File: src/rtl/dac_pwm_mod.sv
// dac_pwm_mod: PWM DAC and first-order sigma-delta DAC driven from one
// reference-scaled code. The code is only reloaded at a PWM period boundary,
// so a period always completes with the code it started with.
module dac_pwm_mod #(
  parameter int DATA_W = 8,
  parameter int VREF_W = 4
) (
  input  logic              clk,
  input  logic              rst_n,
  input  logic              ena,
  input  logic [DATA_W-1:0] data_in,
  input  logic              data_vld,
  input  logic [VREF_W-1:0] vref_in,
  input  logic              vref_vld,
  output logic              pwm_out,
  output logic              sd_out,
  output logic              frame_strb,
  output logic              running,
  output logic [DATA_W-1:0] code_q
);

  localparam int PROD_W = DATA_W + VREF_W + 1;
  localparam logic [DATA_W-1:0] CNT_MAX = '1;

  typedef enum logic {IDLE, RUN} state_t;

  state_t state;
  state_t next_state;

  logic [DATA_W-1:0] cnt;
  logic [DATA_W-1:0] acc;
  logic [VREF_W:0]   vref_plus;
  logic [PROD_W-1:0] product;
  logic [DATA_W-1:0] scaled;
  logic [DATA_W:0]   acc_sum;
  logic              both_vld;
  logic              wrap;

  // Reference scaling: full-width product, divide by 2^VREF_W afterwards.
  // (vref_in+1) never exceeds 2^VREF_W, so the quotient fits in DATA_W bits.
  always_comb begin
    vref_plus = {1'b0, vref_in} + (VREF_W+1)'(1);
    product   = PROD_W'(data_in) * PROD_W'(vref_plus);
    scaled    = DATA_W'(product >> VREF_W);
    acc_sum   = {1'b0, acc} + {1'b0, code_q};
    both_vld  = data_vld & vref_vld;
    wrap      = (cnt == CNT_MAX);
  end

  // Next-state logic: ena low always wins, start needs both loaders done.
  always_comb begin
    next_state = state;
    case (state)
      IDLE: if (ena && both_vld) next_state = RUN;
      RUN:  if (!ena)            next_state = IDLE;
      default:                   next_state = IDLE;
    endcase
  end

  // State, counter, accumulator and output registers.
  always_ff @(posedge clk or negedge rst_n) begin
    if (!rst_n) begin
      state      <= IDLE;
      running    <= 1'b0;
      cnt        <= '0;
      acc        <= '0;
      code_q     <= '0;
      pwm_out    <= 1'b0;
      sd_out     <= 1'b0;
      frame_strb <= 1'b0;
    end else begin
      state   <= next_state;
      running <= (next_state == RUN);
      if (!ena) begin
        cnt        <= '0;
        acc        <= '0;
        pwm_out    <= 1'b0;
        sd_out     <= 1'b0;
        frame_strb <= 1'b0;
      end else if (state == IDLE) begin
        pwm_out    <= 1'b0;
        sd_out     <= 1'b0;
        frame_strb <= 1'b0;
        if (both_vld) begin
          code_q <= scaled;
          cnt    <= '0;
          acc    <= '0;
        end
      end else begin
        cnt        <= cnt + DATA_W'(1);
        pwm_out    <= (cnt < code_q);
        acc        <= acc_sum[DATA_W-1:0];
        sd_out     <= acc_sum[DATA_W];
        frame_strb <= wrap;
        if (wrap && both_vld) code_q <= scaled;
      end
    end
  end

endmodule

File: config.mk
export PLATFORM = sky130hd
export DESIGN_NAME = dac_pwm_mod
export DESIGN_NICKNAME = d
export VERILOG_FILES = /design/src/rtl/dac_pwm_mod.sv
export SDC_FILE = /design/constraint.sdc
export NUM_CORES = 1
export LEC_CHECK = 0
export CORE_UTILIZATION = 35
export DETAILED_ROUTE_END_ITERATION = 12
export GPL_TIMING_DRIVEN = 1
export SLEW_MARGIN = 5
export SYNTH_ARGS = -nofsm -noshare
export SYNTH_HDL_FRONTEND = slang
export SYNTH_SLANG_ARGS = --single-unit
File: constraint.sdc
create_clock -name clk -period 3.1 [get_ports clk]
set_clock_uncertainty 0.1 [all_clocks]
set_input_delay 0.62 -clock clk [delete_from_list [all_inputs] [get_ports clk]]
set_output_delay 0.62 -clock clk [all_outputs]
set_load 0.05 [all_outputs]
==> results.py <==
metrics = {
    "clock_network": {
        "clk_latency_ns": 0.27,
        "cts_tree": "built",
        "cts.root.buffer_cell": "clkbuf_8",
        "cts_sinks": 28,
        "htree_levels": 1,
        "cts.clk_slew.worst_paths_ns": 0.10,
        "cts_buffer_depth": 2,
        "cts_buffers": 3,
    },
    "setup_path": {
        "cp_max_fo": 6,
        "cp-start-kind": "primary input",
        "end_kind": "flip-flop",
        "crit_required_ns": 3.17,
        "critical_path_class": "primary input to flip-flop",
        "reg2reg_depth": 8,
        "worstPathArrival_ns": 4.01,
    },
    "synthesis": {
        "synthArstFlopShare": 1.00,
        "synth.avg_cell_area_um2": 9.01,
        "yosysWarnings": 0,
        "synthFlopType": "dfrtp_1",
        "synth_cell_type_count": 40,
        "synth_cells": 298,
        "syn_area_um2": 2690,
        "synth-seq-area-share": 0.261,
        "ys_ff_latch": 28,
        "synth_nets": 367,
        "synth_edf_count": 0,
    },
    "timing": {
        "fin_ws_ns": -0.849,
        "max_freq_ghz": 0.253,
        "post-route-min-period_ns": 3.95,
        "setup_viol": 8,
        "fin_crit_sh": 1.27,
        "relSlewSlack": 0.563,
        "rsz0062_at_grt": "true",
        "max_slew.worst_pin.slew_ns": 0.655,
        "maxSlewViolCount": 0,
        "hold_violations": 0,
    },
    "die": {
        "die_width_um": 89.6,
        "start_util": 0.366,
        "die_area_um2": 8030,
        "die_h_um": 89.6,
        "core-area_um2": 7330,
        "ios": 29,
        "num_rows": 31,
    },
    "placed_design": {
        "place.port_buffers": 28,
        "gp_congestion": 0.792,
        "hpwl_um": 4580,
        "place_ws_ns": -1.73,
    },
    "detailed_routing": {
        "wl_per_cell_um": 12.3,
        "vias": 2228,
        "firstDrtPassIters": 4,
        "dr.first_iter.drc_count": 35,
        "via_per_inst": 4.85,
        "wl_um": 5660,
        "drcViolationCount": 0,
        "ant_nets": 0,
    },
    "grt": {
        "grt_pass1_vias": 2288,
        "grt_max_degree": 29,
        "grt_overflow_total": 0,
        "grt_pass1_wl_um": 10000,
        "antenna_found_initial": 0,
        "grt_util_all_layers": 0.155,
    },
    "pwr": {
        "irDropWorstVdd_uv": 179,
        "power_mw": 1.87,
        "power_leakage_nw": 1.77,
        "p_per_area_nw_per_um2": 516,
    },
    "outcome": {
        "violations": "setup timing",
        "status": "finished, violations left",
    },
    "finish": {
        "drive_gt1_frac": 0.236,
        "diodes": 0,
        "area_growth_pct": 35.2,
        "final_common_cell": "buf_4",
        "fin_nets": 430,
        "mostFrequentLayoutCells": "buf_4 (35), inv_1 (31), nand2_1 (30)",
    },
    "worst_hold_path": {
        "hold_class": "flip-flop to flip-flop",
        "hold_depth": 2,
    },
    "flow_run": {
        "max_cap_violations": 0,
    },
}
## repair_timing
| action | in CTS | in global routing |
|---|---|---|
| buffers inserted | 4 | 0 |
| hold buffers | 0 | 0 |
| setup endpoints to repair | 8 | 8 |
| pin swaps | 24 | 11 |
| resized for setup | 33 | 6 |
## per-stage QoR
step                      cell area [µm²]  cells  setup TNS, ns  hold slack, ns   util
after floorplan                      2880    298          -5.44           0.224      -
after global placement               3490    451         -11.38           0.368  0.476
after detailed placement             3490    451         -12.13           0.379  0.476
after CTS                            3620    459          -5.69           0.403  0.493
after global routing                 3630    459          -6.82           0.433  0.495
final                                3630    459          -5.39           0.396  0.495
## registers in the layout, indices dropped and copies added, names as in the netlist
register	cells
acc	8
code_q	8
cnt	8
sd_out	1
frame_strb	1
state	1
pwm_out	1
## layer usage
layer / global-route usage / share of wire / vias up
li1: - / - / 1135
met1: 0.186 / 0.46 / 1057
met2: 0.306 / 0.52 / 30
met3: 0.00640 / 0.017 / 6
met4: 0.0303 / 0.012 / 0
met5: 0 / 0 / -
## path summary, 6_finish.rpt
| check | from | slack, ns | to |
|---|---|---|---|
| max | vref_in[0] | -0.85 | code_q[6] |
| min | acc[5] | 0.40 | acc[5] |
| max reg2reg | code_q[0] | 0.59 | acc[6] |
| min reg2reg | acc[5] | 0.40 | acc[5] |
| max in group asynchronous | rst_n | 2.01 | code_q[2] |
| min in group asynchronous | rst_n | 0.61 | acc[6] |
## power by group
group / internal (mW) / total, mW / switching, mW
Combinational: 0.540 / 1.15 / 0.613
Clock: 0.114 / 0.227 / 0.113
Sequential: 0.423 / 0.494 / 0.0713
## worst max-delay path: stages
cell,delay [ns]
buf_8,0.10
ha_4,0.17
xor2_4,0.20
and2_4,0.18
fa_2,0.42
fa_1,0.48
inv_1,0.05
fa_1,0.49
inv_2,0.04
ha_4,0.21
and4_4,0.19
a221oi_2,0.26
o21ai_2,0.11
buf_4,0.15
a21oi_2,0.11
xor2_1,0.16
o21ai_1,0.07
## cell type report
type | instances | area [µm²]
Fill cell | 675 | 3700
Timing Repair Buffer | 65 | 567
Inverter | 36 | 135
Tap cell | 99 | 124
Multi-Input combinational cell | 227 | 2050
Sequential cell | 28 | 701
Clock buffer | 4 | 55.1
## cells in the mapped netlist, drive strengths merged (2+ instances only)
library cell	instances	area share
inv	36	0.050
ha	35	0.16
nand2	33	0.046
dfrtp	28	0.26
o21ai	28	0.052
and2	22	0.051
fa	17	0.13
a21oi	14	0.026
xnor2	10	0.033
nand2b	8	0.019
nor2	8	0.011
clkbuf	6	0.0084
nand4	5	0.017
nor2b	5	0.012
xor2	5	0.016
nor3	4	0.0075
a21o	3	0.0084
a22o	3	0.0098
a31oi	3	0.0070
and3	3	0.0070
a221oi	2	0.0088
and4	2	0.0065
nand3	2	0.0037
o211ai	2	0.0075
o21a	2	0.0056
o31ai	2	0.0056
## logic make-up (layout without fill, tap and decap cells)
group	after synthesis	after routing	synth area share
simple gates	95	95	0.189
compound gates	65	65	0.151
xor+xnor	15	15	0.0489
buf+inv	43	105	0.0605
fa+ha+maj	52	52	0.290
flops	28	28	0.261
No activity file was read; power rests on OpenSTA's default activity.
